**src/rtl/ram_copy_dma_pkg.sv**
```systemverilog
// Shared types and constants for the RAM-to-RAM word copy engine.
package ram_copy_dma_pkg;

   localparam int unsigned DefAw = 12;
   localparam int unsigned DefLw = 13;

   // Byte-strobe value for a full 32-bit word write
   localparam logic [3:0] WrStrbFull = 4'hF;

   typedef enum logic [2:0] {
      StIdle,
      StRd,
      StCap,
      StWr,
      StDone
   } state_e;

endpackage

```
**src/rtl/ram_copy_dma.sv**
```systemverilog
// Word-block copy engine: reads one word, captures it, writes it, repeats.
// Every output is a register loaded from the next-state decode, so the
// request seen on the RAM port always matches the state being entered.
module ram_copy_dma
   import ram_copy_dma_pkg::*;
#(
   parameter int unsigned AW = DefAw,
   parameter int unsigned LW = DefLw
) (
   input  logic          clk_i,
   input  logic          rst_ni,
   input  logic          start_i,
   input  logic [AW-1:0] src_i,
   input  logic [AW-1:0] dst_i,
   input  logic [LW-1:0] len_i,
   output logic          busy_o,
   output logic          done_o,
   output logic [3:0]    ram_wr_o,
   output logic          ram_rd_o,
   output logic [AW-1:0] ram_addr_o,
   output logic [31:0]   ram_data_o,
   input  logic [31:0]   ram_data_i,
   input  logic          ram_accept_i
);

   state_e        r_state, w_state;
   logic [AW-1:0] r_src, w_src;
   logic [AW-1:0] r_dst, w_dst;
   logic [LW-1:0] r_cnt, w_cnt;
   logic [31:0]   r_data, w_data;

   logic          w_busy, w_done, w_rd;
   logic [3:0]    w_wr;
   logic [AW-1:0] w_addr;
   logic [31:0]   w_wdata;

   // Next-state, datapath updates and next values of the registered outputs
   always_comb begin
      w_state = r_state;
      w_src   = r_src;
      w_dst   = r_dst;
      w_cnt   = r_cnt;
      w_data  = r_data;

      unique case (r_state)
         StIdle: begin
            if (start_i) begin
               w_src   = src_i;
               w_dst   = dst_i;
               w_cnt   = len_i;
               w_state = (len_i == '0) ? StDone : StRd;
            end
         end
         StRd: begin
            if (ram_accept_i) w_state = StCap;
         end
         StCap: begin
            // Read data is only valid in this one cycle
            w_data  = ram_data_i;
            w_state = StWr;
         end
         StWr: begin
            if (ram_accept_i) begin
               // Addresses wrap modulo 2^AW by plain truncation
               w_src   = r_src + AW'(1);
               w_dst   = r_dst + AW'(1);
               w_cnt   = r_cnt - LW'(1);
               w_state = (r_cnt == LW'(1)) ? StDone : StRd;
            end
         end
         StDone: begin
            w_state = StIdle;
         end
         default: begin
            w_state = StIdle;
         end
      endcase

      w_busy  = (w_state == StRd) || (w_state == StCap) || (w_state == StWr);
      w_done  = (w_state == StDone);
      w_rd    = (w_state == StRd);
      w_wr    = (w_state == StWr) ? WrStrbFull : 4'h0;
      w_addr  = '0;
      w_wdata = '0;
      if (w_state == StRd) begin
         w_addr = w_src;
      end else if (w_state == StWr) begin
         w_addr  = w_dst;
         w_wdata = w_data;
      end
   end

   // State, datapath and output registers
   always_ff @(posedge clk_i or negedge rst_ni) begin
      if (!rst_ni) begin
         r_state    <= StIdle;
         r_src      <= '0;
         r_dst      <= '0;
         r_cnt      <= '0;
         r_data     <= '0;
         busy_o     <= 1'b0;
         done_o     <= 1'b0;
         ram_rd_o   <= 1'b0;
         ram_wr_o   <= 4'h0;
         ram_addr_o <= '0;
         ram_data_o <= '0;
      end else begin
         r_state    <= w_state;
         r_src      <= w_src;
         r_dst      <= w_dst;
         r_cnt      <= w_cnt;
         r_data     <= w_data;
         busy_o     <= w_busy;
         done_o     <= w_done;
         ram_rd_o   <= w_rd;
         ram_wr_o   <= w_wr;
         ram_addr_o <= w_addr;
         ram_data_o <= w_wdata;
      end
   end

endmodule

```
**config.mk**
```make
export PLATFORM = sky130hd
export DESIGN_NAME = ram_copy_dma
export DESIGN_NICKNAME = d
export VERILOG_FILES = /design/src/rtl/ram_copy_dma_pkg.sv /design/src/rtl/ram_copy_dma.sv
export SDC_FILE = /design/constraint.sdc
export NUM_CORES = 1
export LEC_CHECK = 0
export BUFFER_PORTS_ARGS = -buffer_cell sky130_fd_sc_hd__buf_4
export CAP_MARGIN = 20
export CORE_MARGIN = 8
export CORE_UTILIZATION = 38
export CTS_CLUSTER_DIAMETER = 60
export DETAILED_ROUTE_END_ITERATION = 6
export PLACE_DENSITY = 0.71
export SLEW_MARGIN = 20
export SYNTH_ARGS = -nofsm -noshare
export SYNTH_HDL_FRONTEND = slang
export SYNTH_SLANG_ARGS = --single-unit
```
**constraint.sdc**
```tcl
create_clock -name clk_i -period 3.3 [get_ports clk_i]
set_input_delay 0.165 -clock clk_i [delete_from_list [all_inputs] [get_ports clk_i]]
set_output_delay 0.165 -clock clk_i [all_outputs]
set_load 0.02 [all_outputs]
```
Word-level counts from Yosys, hierarchy flattened:

Cells that the tools add are included.

* register bits after elaboration: 123
* bits in latches: 0
* memory bits (writable): 0
* bits in read-only memories: 0
* input port bits: 73
* memories: 0

* add/subtract/negate cells: 3
* $mul: 0
* div/mod/pow operators: 0
* order comparisons: 0
* equal/unequal tests: 10
* shift operators: 0
* multiplexer cells: 21
* bitwise operators: 0
* reductions and logical operators: 6

Operators with widths (number)
* two-way mux 32 bit: 3
* two-way mux 12 bit: 6
* one-hot mux 12 bit (2 select lines): 2
* two-way mux 13 bit: 2
* one-hot mux 13 bit (2 select lines): 1
* adder 12 x 1 -> 12 bit (second input constant): 2
* two-way mux 3 bit: 5
* == test 13 x 1 -> 1 bit (second input constant): 1
* zero test 13 bit: 1
* subtractor 13 x 1 -> 13 bit (second input constant): 1
* == test 3 x 2 -> 1 bit (second input constant): 4
* one-hot mux 3 bit (4 select lines): 1
* == test 3 x 1 -> 1 bit (second input constant): 2
* two-way mux 4 bit: 1
* != test 2 bit (second input constant): 2
* == test 3 bit (second input constant): 1
* zero test 3 bit: 1
* AND reduction 3 bit: 1
* logical OR 1 bit: 2
* nonzero test 2 bit: 1

Logic depth before layout (Yosys ltp):

* word-level depth: 7
* mapped depth: 9
* depth with buffers taken out: 8

Worst setup path after synthesis:

No wires, ideal clock.

* path kind: reg2reg
* start: register r_cnt[6]
* end: register ram_addr_o[6]
* library setup time: 0.121 ns
* arrival time: 2.325 ns
* data required time: 3.179 ns
* path slack: 0.854 ns
* cell stages (with the launch flop): 9
* path buffers: 2
* clock period less this slack: 2.446 ns
* path through: dfrtp_1 or4_1 buf_2 or4_4 a221oi_2 or2_1 inv_2 buf_6 a22o_1

* elaborated cells on any way between the ends: 8
* classes of those cells: eq/ne: 3; mux: 5

RTL lines
* start: declaration: RTL line ram_copy_dma.sv:29 `logic [LW-1:0] r_cnt, w_cnt;`
* start signal: assignment: RTL line ram_copy_dma.sv:111 `r_cnt <= w_cnt;`
* == test 13 x 1 -> 1 bit: RTL line ram_copy_dma.sv:68 `w_state = (r_cnt == LW'(1)) ? StDone : StRd;`
* two-way mux 3 bit: RTL line ram_copy_dma.sv:68
* two-way mux 3 bit: RTL line ram_copy_dma.sv:63 `if (ram_accept_i) begin`
* one-hot mux 3 bit (4 select lines): RTL line ram_copy_dma.sv:45 `unique case (r_state)`
* == test 3 x 1 -> 1 bit
* net w_rd: RTL line ram_copy_dma.sv:32 `logic w_busy, w_done, w_rd;`
* two-way mux 12 bit: RTL line ram_copy_dma.sv:85 `if (w_state == StRd) begin`
* net w_addr[6]: RTL line ram_copy_dma.sv:34 `logic [AW-1:0] w_addr;`
* end signal: assignment: RTL line ram_copy_dma.sv:117 `ram_addr_o <= w_addr;`
* end: declaration: RTL line ram_copy_dma.sv:20 `output logic [AW-1:0] ram_addr_o,`

The timed path passes the listed nets, and every way through them passes these cells.
A chain may end at the register's enable or synchronous reset.

Worst setup path after layout:

* start: register r_cnt[1]
* end: register ram_addr_o[6]

* longest elaborated chain between the ends: 7
* elaborated cells on any way between the ends: 8
* classes of those cells: eq/ne: 3; mux: 5

RTL lines
* == test 13 x 1 -> 1 bit (*): RTL line ram_copy_dma.sv:68
* two-way mux 3 bit (*): RTL line ram_copy_dma.sv:68
* two-way mux 3 bit (*): RTL line ram_copy_dma.sv:63
* one-hot mux 3 bit (4 select lines) (*): RTL line ram_copy_dma.sv:45
* == test 3 x 2 -> 1 bit: RTL line ram_copy_dma.sv:87 `end else if (w_state == StWr) begin`
* two-way mux 12 bit: RTL line ram_copy_dma.sv:87
* two-way mux 12 bit (*): RTL line ram_copy_dma.sv:85
* net w_addr[6]: RTL line ram_copy_dma.sv:34

Mark *: on every way through the listed nets, which the timed path passes. The rest lies on a longest branch.

==> flow_metrics.tcl <==
set metrics [dict create \
    status "complete, no violations" \
    min_path_cells 2 \
    antenna_found_initial 0 \
    min_path_type "in2reg" \
    crit_arrival_ns 2.87 \
    cts_buffers 17 \
    synth_most_common_cell "dfrtp_1" \
    dr.first_iter.drc_count 300 \
    synth_nets 539 \
    cts_tree "built" \
    reg2reg_depth 8 \
    cts_htree_levels 4 \
    die_h_um 133 \
    drv_cap 0 \
    critical_path_class "reg2reg" \
    place_area_um2 6320 \
    design.core.area_um2 13700 \
    cts.clk_slew.worst_paths_ns 0.06 \
    hp-start "ram_data_i[19]" \
    post_drt_wl_per_cell_um 17.8 \
    fill_cells 1156 \
    endpoint_kind "flop" \
    final_design_area_no_fill_um2 7340 \
    ys_warn_count 0 \
    place_ws_ns 0.749 \
    rows 43 \
    dieArea_um2 17800 \
    io_buffer_count 123 \
    p_leak_nw 3.32 \
    ys_ff_latch 120 \
    yosysTopAreaCell "dfrtp_1" \
    clockRootBuffer "clkbuf_16" \
    place.gp.congestion 0.878 \
    multiInputGateArea_um2 2080 \
    syn_to_final_growth_pct 40.6 \
    antenna_cells 0 \
    vias 4320 \
    route.detailed.drc 0 \
    seqCellArea_um2 3000 \
    setup_viol 0 \
    synthArstFlopShare_pct 100 \
    clock_sinks 120 \
    maxSlewViolCount 0 \
    grt_start_max_net_pins 88 \
    cp-start-kind "flop" \
    period_needed_ns 2.57 \
    die-width_um 133 \
    reg2reg_from "r_cnt[1]$_DFFE_PN0P_" \
    holdPathEnd "r_data[19]$_DFF_PN0_" \
    grt_pass1_vias 4507 \
    drt-total-wl_um 14500 \
    ys.flop_type "dfrtp_1" \
    crit_required_ns 3.60 \
    reg2reg_slack_ns 0.73 \
    max_freq_mhz 389 \
    vdd_drop_max_mv 0.463 \
    fin_nets 698 \
    r2r_end "ram_addr_o[6]$_DFF_PN0_" \
    synthCells 462 \
    ys_types 56 \
    io_pins 124 \
    synth_area_per_cell_um2 11.3 \
    vias_per_cell 5.31 \
    setup_tns_ns 0 \
    start_util_pct 38.2 \
    yosys.area.top_type_share_pct 57.5 \
    powerDensity_nw_per_um2 989 \
    fin_ws_ns 0.727 \
    cts_buffer_depth 2 \
    synth_edf_count 0 \
    rsz0062_at_grt "false" \
    timing.final.crit_share_pct 78.0 \
    synthTopCellsByArea "dfrtp_1 (57%), mux2_2 (6.9%), and2_1 (4.0%)" \
    synth_seq_area_share_pct 57.5 \
    drt_pass1_iterations 5 \
    grt.total_usage_pct 16.7 \
    ctsResizeCount 0 \
    hold_viol_final 0 \
    yosys-top-cells-count "dfrtp_1 (120), nand2_1 (36), and2_1 (33), mux2_2 (32), o21ai_0 (27)" \
    gr-total-overflow 0 \
    clk_latency_ns 0.41 \
    synthesis.area_um2 5220 \
    place_hpwl_um 9500 \
    power_w 0.00726 \
    drive_above_1_share_pct 32.2 \
    tightest_slew_ns 0.766 \
    ant_nets 0 \
    cp_max_fo 12 \
    grt_pass1_wl_um 23600 \
    max-slew-margin-rel_pct 48.9 \
    final.setup_skew_ns 0.0105 \
]
[cell families after synthesis]
family,Yosys count,synth area share [%]
muxes,34,7.28
adders and majority gates,4,0.958
and+or+nand+nor,152,15.9
xor gates and xnor gates,6,1.01
buffers and inverters,38,3.11
AOI/OAI and AO/OA,108,14.3
DFF,120,57.5
[worst max path at each step]
stage,startpoint,to,slack [ns]
5_1_grt,r_cnt[1]$_DFFE_PN0P_,ram_addr_o[8]$_DFF_PN0_,0.60
3_3_place_gp,r_cnt[6]$_DFFE_PN0P_,ram_addr_o[7]$_DFF_PN0_,0.78
6_report,r_cnt[1]$_DFFE_PN0P_,ram_addr_o[6]$_DFF_PN0_,0.73
2_1_floorplan,r_cnt[6]$_DFFE_PN0P_,ram_addr_o[6]$_DFF_PN0_,0.85
4_1_cts,r_cnt[1]$_DFFE_PN0P_,ram_addr_o[5]$_DFF_PN0_,0.73
3_5_place_dp,r_cnt[6]$_DFFE_PN0P_,ram_addr_o[1]$_DFF_PN0_,0.75
[registers in the layout (all words and copies together), names as in the netlist, 3 cells and up]
register,cells
r_dst,12
r_cnt,13
ram_addr_o,12
ram_data_o,32
r_data,32
r_state,3
r_src,12
[cell type report]
type | count | area share [%]
Sequential cell | 120 | 40.9
Multi-Input combinational cell | 304 | 28.4
Clock buffer | 21 | 6.41
Tap cell | 180 | 3.07
Inverter | 7 | 0.358
Clock inverter | 11 | 1.99
Timing Repair Buffer | 171 | 18.9
[layer usage]
layer	routed length [um]	vias to the layer above	global-route usage [%]
met4	221	0	6.55
li1	-	1993	-
met5	0	-	0
met1	6320	2126	20.6
met3	1070	18	6.06
met2	6890	183	26.0
[repair_timing]
item	in CTS	in global routing
setup buffers	0	0
hold buffers	40	0
endpoints found under the hold margin	124	0
[cell usage in the layout, fill, tap and decap left out, types with 4 or more instances in the layout]
master         synthesis  routed
clkbuf_16              0      17
dfrtp_1              120     120
nand4_1                7       7
mux2_2                32      32
nand2b_1               4       4
dlygate4sd3_1          0      40
nor4_1                12      12
xnor2_1                6       6
a22oi_1                9       9
o21ai_0               27      27
a21oi_1               18      17
o311ai_0               4       4
a31oi_1                6       6
buf_4                  3     130
a22o_1                11      11
nor2_1                21      20
a221o_1                7       7
or4_1                  4       4
and2_1                33      33
o22ai_1                4       4
nor3_1                13      13
nand2_1               36      36
inv_1                  6       6
nand3_1                5       5
ha_1                   4       4
[worst max-delay path: stages, from the launching register on]
cell and delay [ns]:
dfrtp_1 0.40, inv_1 0.12, ha_1 0.15, or4bb_1 0.47, or4_4 0.45, a221oi_2 0.34
or2_1 0.18, inv_2 0.13, a22o_1 0.22
[power by group]
group / total, W / switching [W] / internal, W
logic: 0.00276 / 0.00152 / 0.00124
clock network: 0.00190 / 0.000656 / 0.00125
registers: 0.00260 / 0.000464 / 0.00214
[per-stage QoR]
step,std cells,utilization (%),hold slack (ns)
final,814,53.7,0.0210
after global placement,742,46.3,0.392
after detailed placement,742,46.3,0.400
after CTS,814,53.7,0.00205
after global routing,814,53.7,0.00904
after floorplan,462,-,-0.131
Note: power is estimated with default switching activity, not from simulation.
